$ cat config.mk
export PLATFORM = sky130hd
export DESIGN_NAME = div_unit
export DESIGN_NICKNAME = d
export VERILOG_FILES = /design/src/rtl/div_unit.sv
export SDC_FILE = /design/constraint.sdc
export NUM_CORES = 1
export LEC_CHECK = 0
export CORE_ASPECT_RATIO = 0.6
export CORE_MARGIN = 4
export CORE_UTILIZATION = 45
export CTS_BUF_LIST = sky130_fd_sc_hd__clkbuf_4 sky130_fd_sc_hd__clkbuf_8
export DETAILED_ROUTE_END_ITERATION = 12
export PLACE_DENSITY_LB_ADDON = 0.05
export SLEW_MARGIN = 20
export SYNTH_ARGS = -nofsm -noshare
export SYNTH_HDL_FRONTEND = slang
export SYNTH_SLANG_ARGS = --single-unit
$ cat constraint.sdc
create_clock -name clk -period 6.41 [get_ports clk]
set_input_delay 0.9615 -clock clk [delete_from_list [all_inputs] [get_ports clk]]
set_output_delay 0.9615 -clock clk [all_outputs]
set_load 0.1 [all_outputs]
$ cat src/rtl/div_unit.sv
// div_unit -- multi-cycle restoring divider for the execute stage.
//
// Performs one shift-subtract step per clock on a (2*WIDTH+1)-bit working
// register, so a divide with a nonzero divisor takes WIDTH+2 rising edges from
// the edge that samples start_i (that edge counted as the first) until ready_o
// rises.  A zero divisor short-circuits through BYZERO and returns zero.
//
// Parameters
//   WIDTH        operand width in bits; the result is 2*WIDTH bits wide
//
// Ports
//   clk          single clock, all state changes on its rising edge
//   rst          synchronous active-high reset
//   signed_div_i 1 = signed divide, 0 = unsigned divide
//   opdata1_i    dividend, sampled only on the IDLE start edge
//   opdata2_i    divisor, sampled only on the IDLE start edge
//   start_i      divide request, level-held until the result is consumed
//   annul_i      cancels the operation in progress (pipeline flush)
//   result_o     registered {remainder, quotient} (HI, LO)
//   ready_o      registered, result_o is valid
//
// Configuration
//   DIV_UNIT_SIGNED_EN  when defined, signed_div_i selects signed division
//                       (magnitudes are divided, then the quotient/remainder
//                       are negated as needed).  When undefined, signed_div_i
//                       is ignored and every divide is unsigned.

module div_unit #(
  parameter int WIDTH = 32
) (
  input  logic               clk,
  input  logic               rst,
  input  logic               signed_div_i,
  input  logic [WIDTH-1:0]   opdata1_i,
  input  logic [WIDTH-1:0]   opdata2_i,
  input  logic               start_i,
  input  logic               annul_i,
  output logic [2*WIDTH-1:0] result_o,
  output logic               ready_o
);

  localparam int CNT_W = $clog2(WIDTH) + 1;

  localparam logic [1:0] ST_IDLE   = 2'd0;
  localparam logic [1:0] ST_BYZERO = 2'd1;
  localparam logic [1:0] ST_ON     = 2'd2;
  localparam logic [1:0] ST_END    = 2'd3;

  logic [1:0]         state;
  logic [CNT_W-1:0]   cnt;
  // Working register: [2W:W] partial remainder, [W-1:0] dividend bits that
  // shift out at the top while quotient bits shift in at the bottom.
  logic [2*WIDTH:0]   work;
  logic [WIDTH-1:0]   divisor;

  logic [2*WIDTH:0]   shifted;
  logic [WIDTH:0]     diff;
  logic [2*WIDTH:0]   work_step;

  logic [WIDTH-1:0]   dividend_in;
  logic [WIDTH-1:0]   divisor_in;
  logic [WIDTH-1:0]   quo_final;
  logic [WIDTH-1:0]   rem_final;

  logic               start_ok;

  // A request is only honoured when not simultaneously flushed.
  assign start_ok = start_i & ~annul_i;

  // One restoring step: shift the whole pair left, trial-subtract the divisor
  // from the partial remainder and keep the difference only when it did not
  // go negative; the quotient bit shifted in records which case occurred.
  // The partial remainder is always below the divisor, so after doubling and
  // bringing in one bit it still fits in WIDTH+1 bits and work[2W] never
  // carries information into the next step.
  always_comb begin
    shifted   = {work[2*WIDTH-1:0], 1'b0};
    diff      = shifted[2*WIDTH:WIDTH] - {1'b0, divisor};
    work_step = shifted;
    if (!diff[WIDTH]) begin
      work_step = {diff, shifted[WIDTH-1:1], 1'b1};
    end
  end

`ifdef DIV_UNIT_SIGNED_EN
  logic neg_quo;
  logic neg_rem;
  logic unused_work_msb;

  assign unused_work_msb = work[2*WIDTH];

  // Signed operands are converted to magnitudes before entering the unsigned
  // datapath.  The most-negative value negates to itself, which read as an
  // unsigned magnitude is exactly right, so MIN/-1 wraps naturally to MIN.
  always_comb begin
    dividend_in = opdata1_i;
    divisor_in  = opdata2_i;
    if (signed_div_i && opdata1_i[WIDTH-1]) begin
      dividend_in = {WIDTH{1'b0}} - opdata1_i;
    end
    if (signed_div_i && opdata2_i[WIDTH-1]) begin
      divisor_in = {WIDTH{1'b0}} - opdata2_i;
    end
  end

  // Sign fixups applied in the final ON cycle: truncation toward zero means
  // the quotient is negative when the operand signs differ and the remainder
  // carries the sign of the dividend.
  always_comb begin
    quo_final = work[WIDTH-1:0];
    rem_final = work[2*WIDTH-1:WIDTH];
    if (neg_quo) begin
      quo_final = {WIDTH{1'b0}} - work[WIDTH-1:0];
    end
    if (neg_rem) begin
      rem_final = {WIDTH{1'b0}} - work[2*WIDTH-1:WIDTH];
    end
  end

  // The sign flags are captured alongside the operands so later changes to
  // signed_div_i or the operand inputs cannot disturb an operation in flight.
  always_ff @(posedge clk) begin
    if (rst) begin
      neg_quo <= 1'b0;
      neg_rem <= 1'b0;
    end else if (state == ST_IDLE && start_ok && opdata2_i != '0) begin
      neg_quo <= signed_div_i & (opdata1_i[WIDTH-1] ^ opdata2_i[WIDTH-1]);
      neg_rem <= signed_div_i & opdata1_i[WIDTH-1];
    end
  end
`else
  logic unused_inputs;

  // signed_div_i has no meaning in an unsigned-only build; the top bit of the
  // working register is never needed either (see the step logic above).
  assign unused_inputs = signed_div_i ^ work[2*WIDTH];
  assign dividend_in   = opdata1_i;
  assign divisor_in    = opdata2_i;
  assign quo_final     = work[WIDTH-1:0];
  assign rem_final     = work[2*WIDTH-1:WIDTH];
`endif

  // Main control: IDLE waits for a request, BYZERO answers a zero divisor
  // after one extra cycle, ON iterates WIDTH times and then publishes the
  // result, END holds the result until the execute stage drops start_i.
  // A flush in ON takes precedence over the iteration step.
  always_ff @(posedge clk) begin
    if (rst) begin
      state    <= ST_IDLE;
      cnt      <= '0;
      work     <= '0;
      divisor  <= '0;
      result_o <= '0;
      ready_o  <= 1'b0;
    end else begin
      case (state)
        ST_IDLE: begin
          result_o <= '0;
          ready_o  <= 1'b0;
          if (start_ok) begin
            if (opdata2_i == '0) begin
              state <= ST_BYZERO;
            end else begin
              work    <= {{(WIDTH+1){1'b0}}, dividend_in};
              divisor <= divisor_in;
              cnt     <= '0;
              state   <= ST_ON;
            end
          end
        end

        ST_BYZERO: begin
          result_o <= '0;
          ready_o  <= 1'b1;
          state    <= ST_END;
        end

        ST_ON: begin
          if (annul_i) begin
            result_o <= '0;
            ready_o  <= 1'b0;
            state    <= ST_IDLE;
          end else if (cnt != CNT_W'(WIDTH)) begin
            work <= work_step;
            cnt  <= cnt + 1'b1;
          end else begin
            result_o <= {rem_final, quo_final};
            ready_o  <= 1'b1;
            state    <= ST_END;
          end
        end

        ST_END: begin
          if (!start_i) begin
            result_o <= '0;
            ready_o  <= 1'b0;
            state    <= ST_IDLE;
          end
        end

        default: begin
          result_o <= '0;
          ready_o  <= 1'b0;
          state    <= ST_IDLE;
        end
      endcase
    end
  end

endmodule
### Word level (Yosys, flattened, before mapping)

Cells that the tools add are included.

* register bits after elaboration: 169
* bits of input ports: 69
* output and inout port bits: 65
* word-level logic and storage cells: 54

* $add $sub $neg: 2
* equal/unequal tests: 10
* mux-type cells: 25
* bitwise logic cells: 3
* reductions and logical operators: 8

Operators by type and width (count)
* 64-bit 2-to-1 mux: 8
* 64-bit case mux with 3 select lines: 1
* 64-bit case mux with 2 select lines: 1
* 33-bit by 32-bit subtractor with 33-bit output: 1
* 32-bit logical NOT: 1
* 6-bit 2-to-1 mux: 4
* 6-bit case mux with 2 select lines: 1
* 2-bit 2-to-1 mux: 5
* 2-bit inequality test, second input constant: 5
* 2-bit case mux with 4 select lines: 1
* 6-bit by 1-bit adder with 6-bit output, second input constant: 1
* 6-bit inequality test, second input constant: 1
* 3-bit AND reduction: 2
* 5-bit AND reduction: 1
* 2-bit == test, second input constant: 2
* 1-bit case mux with 4 select lines: 1
* 1-bit 2-to-1 mux: 3
* 3-bit inequality test, second input constant: 1
* 2-bit by 1-bit == test with 1-bit output, second input constant: 1
* 2-bit logical NOT: 1
* 1-bit NOT: 2
* 2-bit AND reduction: 1
* 2-bit nonzero test: 1
* 2-bit OR reduction: 1
* 1-bit bitwise AND: 1

### Logic depth before layout (Yosys ltp)

Gate-level depths: netlist (run 1).

* word-level depth: 5
* gate-level depth with buffers: 14
* depth with buffers taken out: 13

### Least setup slack after synthesis (run 1)

OpenSTA, ideal clock, no wires.

* path kind: input to register
* from: input port opdata2_i[24]
* to: register work[60]
* library setup time: 0.087 ns
* arrival time: 2.692 ns
* data required time: 6.323 ns
* slack: 3.631 ns
* cell stages on the path: 11
* path buffers: 3
* cell sequence: nor4_1 -> nand4_1 -> nor2_1 -> nor4_1 -> clkbuf_1 -> o21a_1 -> clkbuf_1 -> nor2_1 -> clkbuf_1 -> a22oi_1 -> o31ai_1

* word-level cells in the longest chain between the ends: 3

RTL lines
* start: declaration: RTL line 35 `input logic [WIDTH-1:0] opdata2_i,`
* 32-bit logical NOT: RTL line 161 `if (opdata2_i == '0) begin`
* 2-bit inequality test (no line)
* 5-bit AND reduction (no line)
* end signal: assignment: RTL line 164 `work <= {{(WIDTH+1){1'b0}}, dividend_in};`
* end signal: assignment: RTL line 184 `work <= work_step;`
* end: declaration: RTL line 53 `logic [2*WIDTH:0] work;`

Every way passes these cells.
A chain may end at the register's enable or synchronous reset.

### Final worst setup path (run 1)

* from: input port opdata2_i[31]
* to: register work[60]

The elaborated chain is that of the path after synthesis.

==> results.cfg, run 1 <==
[placement]
place.gp.congestion = 0.862
dp_hpwl_mm = 15.5
dp_slack_ns = 1.91
numPortBuffers = 132

[floorplanning]
core_area_mm2 = 0.0182
die_y_um = 114
die_w_um = 184
start_util = 0.462
io_pins = 134
die_area_mm2 = 0.0210
rows = 38

[routing]
avgViaCountPerCell = 5.46
drt_iter0_markers = 438
ant_nets = 0
drc = 0
wirelength_mm = 22.1
drtPass1Iterations = 5
vias = 7503
routedWlPerCell_um = 16.1

[timing]
rsz0062_at_grt = no
slew_violations = 0
min_period_ns = 4.06
setup_ws_ns = 2.35
fin_skew_ns = 0.00991
hold_viol_final = 0
worst-slew-pin-transition_ns = 1.04
relSlewSlack = 0.305
fmax_mhz = 246
period_share = 0.633
setup_tns_ns = 0
setup_violations = 0

[run_status]
outcome = complete, no violations

[cells_and_area]
fin_util = 0.562
antenna_cells = 0
nNetsFinal = 1229
drive_above_1_share = 0.0547
areaGrowthSynthToFinish_pct = 21.8

[global_route]
grt_pass1_wl_mm = 36.3
grtUsageTotal = 0.213
grt_remaining_overflow = 0
grt_pass1_vias = 6880
grt_start_max_net_pins = 87
antenna_found_initial = 0

[yosys]
synthSimpleGateAreaFrac = 0.184
synth_ff_type = dfxtp_1
synthAdderAreaFrac = 0.0604
synth-compound-area-share = 0.180
synth_top_area_frac = 0.402
synthMuxAreaShare = 0.0894
synthesis.area_mm2 = 0.00841
synth_fp_nets = 1136
synth_area_leaders = dfxtp_1 40%, mux2i_1 8.8%, a21oi_1 6.8%, ha_1 5.8%, nand2_1 5.1%
synth_seq_cells = 169
yosys.area.top_type = dfxtp_1
synth_top_family_by_area = simple AND/OR/NAND/NOR gates
synth.avg_cell_area_um2 = 8.19
synth_xor_area_frac = 0.0313
synth_sequential_area_ratio = 0.402
netlist_instances = 1027
synthArstFlopShare = 0
synth_warnings = 0
synth-edff-count = 0
yosys.cell_types.count = 55

[clocking]
ctsResizeCount = 0
cts_made_buffers = 17
cts_tree = yes
path_clk_slew_ns = 0.09
cts_root_buffer = clkbuf_8
cts_sinks = 169
ctsHtreeMaxLevel = 4
clockBufferDepth = 2
post_cts_buffers = 0
cts_hold_buf = 0
clkLatencyLatePin_ns = 0.47

[flow_run]
maxCapViolCount = 0

[power]
total_power_mw = 2.44
leakagePower_nw = 3.78
cellPowerDensity_mw_per_mm2 = 238
ir_drop_v = 0.000124

[critical_path]
worstSetupPathType = in -> reg
crit_fanout = 34
critPathRequiredTime_ns = 6.79
arrival_ns = 4.44
worstSetupStartpoint = opdata2_i[31]
critPathLaunchType = input port
r2r_start = state[0]
crit_path_end_kind = flip-flop

[min_path]
hp-start = result_o[19]
min_path_type = reg -> reg
[cell usage in the layout (no fill, tap or decap), drive strengths merged, types with 18 or more instances in the layout]
cell type and instances:
dfxtp 169, clkdlybuf4s50 131, nand2 115, a21oi 115, nor2 101, mux2i 74, nand3 72, o21ai 52
inv 46, ha 39, a211oi 32, clkbuf 21, xnor2 18
[worst max-delay path, stage by stage]
cell and delay [ns]:
clkdlybuf4s50_1 0.61, nor4_1 0.12, nand4_1 0.19, nor2_1 0.12
nor4_2 0.21, buf_4 0.57, o21a_1 0.25, nor2b_1 0.67
nand2b_1 0.41, o31ai_1 0.32
[cells in the mapped netlist, types with 2 or more instances]
cell	instances
buf_2	2
mux2i_1	74
nor2b_1	4
ha_1	39
and2_1	3
nand2b_1	5
o21bai_1	4
xor2_1	12
a21boi_0	2
a22o_1	2
a211o_1	2
nand2_1	114
or2_2	6
nor2_1	101
or3_1	3
o21ai_1	15
a211oi_1	32
o211ai_1	3
buf_4	2
nand3b_1	2
a32oi_1	5
clkbuf_1	51
nor3_1	8
and3_1	4
a31oi_1	2
xnor2_1	18
a22oi_1	4
buf_1	11
o31ai_1	3
inv_1	46
o21ai_0	37
a31o_2	2
nand4_1	9
a21oi_1	114
o21a_1	4
dfxtp_1	169
nand3_1	72
a21o_1	15
nor4_1	10
[cell type report]
| cell class | count | area [um2] |
|---|---|---|
| repair buffers | 141 | 1390 |
| fillers | 1775 | 7970 |
| clock buffers | 21 | 270 |
| clock inverters | 11 | 100 |
| inverters | 46 | 173 |
| multi-input cells | 745 | 4620 |
| well taps | 240 | 300 |
| flip-flops and latches | 169 | 3380 |
[cell families (layout without fill, tap and decap cells)]
kind of cell,after synthesis,count (layout)
mux,75,75
compound gates,253,253
buf+inv,113,219
fa+ha+maj,40,40
xor+xnor,30,30
simple gates,347,347
flops,169,169
[final timing paths]
check                 endpoint  slack (ns)  cells past startpoint
setup / recovery      work[60]        2.35                     10
hold reg to reg   result_o[19]        0.45                      2
setup reg to reg      work[60]        2.81                      9
hold / removal    result_o[19]        0.45                      2
[power by group]
group | total (mW) | switching (mW) | internal, mW
sequential | 1.13 | 0.0328 | 1.10
combinational | 0.579 | 0.344 | 0.235
clock | 0.733 | 0.404 | 0.328
total | 2.44 | 0.781 | 1.66
[metal layers]
layer  track usage  routed length, um
met2         0.301               9170
met4        0.0586                282
met3        0.0500               1260
met5             0                  0
met1         0.324              11400
[flip-flops by register name, indices dropped and copies added (netlist names)]
register and flops:
ready_o 1, work 64, result_o 64, divisor 32, state 2, cnt 6
[metrics by stage]
stage	cells	cell area, um2	hold WS [ns]
3_5_place_dp	1341	9870	0.443
4_1_cts	1373	10200	0.456
5_1_grt	1373	10200	0.469
6_report	1373	10200	0.453
2_1_floorplan	1027	8410	0.454
3_3_place_gp	1341	9870	0.438
Power figures use the tool's default switching activity.
==> run 2, diff against run 1 <==
clock period = 4.2 ns   (was 6.41 ns; I/O delays follow)
==> results.cfg, run 2 (synthesized netlist as in run 1, its figures left out) <==
[floorplanning]
io_pins = 134
start_util = 0.462
die_w_um = 184
die_y_um = 114
core_area_mm2 = 0.0182
die_area_mm2 = 0.0210
rows = 38

[global_route]
grt_pass1_wl_mm = 35.3
grt_remaining_overflow = 0
grtUsageTotal = 0.208
grt_pass1_vias = 6754
antenna_found_initial = 0
grt_start_max_net_pins = 94

[power]
leakagePower_nw = 3.85
cellPowerDensity_mw_per_mm2 = 378
ir_drop_v = 0.000253

[critical_path]
crit_fanout = 63
critPathLaunchType = input port
crit_path_end_kind = flip-flop
worstSetupPathType = in -> reg
arrival_ns = 3.72
reg2reg_slack_ns = 0.94
critPathRequiredTime_ns = 4.56

[cells_and_area]
final_common_cell = dfxtp_1
nNetsFinal = 1235
fillers = 1708
multi_input_area_mm2 = 0.00462
regArea_mm2 = 0.00338
reg.largest.list = result_o (64), work (64), divisor (32)
drive_above_1_share = 0.0589
layout_common_cells = 169 x dfxtp_1, 131 x clkdlybuf4s50_1, 114 x nand2_1
areaGrowthSynthToFinish_pct = 23.3
antenna_cells = 0
fin_util = 0.569
final_area_mm2 = 0.0104

[clocking]
cts_hold_buf = 0
ctsHtreeMaxLevel = 4
cts_made_buffers = 17
clkLatencyLatePin_ns = 0.47
ctsResizeCount = 0
post_cts_buffers = 0
clockBufferDepth = 2
cts_root_buffer = clkbuf_8
cts_sinks = 169
path_clk_slew_ns = 0.08
cts_tree = yes

[min_path]
min_path_type = reg -> reg

[routing]
wirelength_mm = 21.9
drc = 0
vias = 7412
drt_iter0_markers = 503
drtPass1Iterations = 5
ant_nets = 0
routedWlPerCell_um = 15.9
avgViaCountPerCell = 5.38

[timing]
setup_violations = 0
min_period_ns = 3.37
rsz0062_at_grt = no
fin_skew_ns = 0.0162
setup_tns_ns = 0
relSlewSlack = 0.311
fmax_mhz = 297
worst-slew-pin-transition_ns = 1.03
hold_viol_final = 0
slew_violations = 0
setup_ws_ns = 0.834
period_share = 0.801

[placement]
dpl_cell_area_mm2 = 0.00992
dp_slack_ns = 0.389
dp_hpwl_mm = 15.6
numPortBuffers = 132
place.gp.congestion = 0.898

[run_status]
outcome = complete, no violations

[flow_run]
maxCapViolCount = 0
-- run 2: changes by cell type in the layout (fill, tap and decap cells not counted), sizes merged --
cell,change
buf,+6
bufinv,+3
clkbuf,-3
clkinv,-3
clkinvlp,-1
inv,+3
-- run 2: area by class of cell --
class	count	area share
clock buffers	18	0.0239
clock inverters	13	0.0187
inverters	46	0.0167
multi-input cells	745	0.446
flip-flops and latches	169	0.326
well taps	240	0.0290
repair buffers	147	0.139
-- run 2: through the flow --
step,power (mW),hold WS (ns),std cells
after floorplan,2.41,0.454,1027
after CTS,3.95,0.455,1378
after global routing,4.12,0.480,1378
after global placement,2.65,0.439,1347
after detailed placement,2.65,0.443,1347
final,3.92,0.453,1378
-- run 2: path summary, 6_finish.rpt --
kind | cells past startpoint | from | to
worst max-delay path | 10 | opdata2_i[31] | work[3]
worst min-delay path | 2 | result_o[59] | result_o[59]
worst max register to register | 9 | work[46] | work[61]
worst min register to register | 2 | result_o[59] | result_o[59]
-- run 2: metal layers --
layer / part of all wire / routed length, um / global-route usage
met3: 0.052 / 1140 / 0.0481
met1: 0.52 / 11400 / 0.313
met2: 0.41 / 9070 / 0.299
met4: 0.010 / 229 / 0.0537
met5: 0 / 0 / 0
-- run 2: power by group --
part / switching (mW) / internal, mW / total (mW)
clock: 0.635 / 0.667 / 1.30
combinational: 0.526 / 0.372 / 0.898
sequential: 0.0493 / 1.67 / 1.72
-- run 2: worst max-delay path, cell delays in order --
cell and delay (ns):
clkdlybuf4s50_1 0.63, nor4_1 0.13, nand4_1 0.20, nor2_1 0.12, nor4_2 0.20, buf_4 0.54
o21a_2 0.32, buf_4 0.54, nor2_1 0.11, a211oi_1 0.28
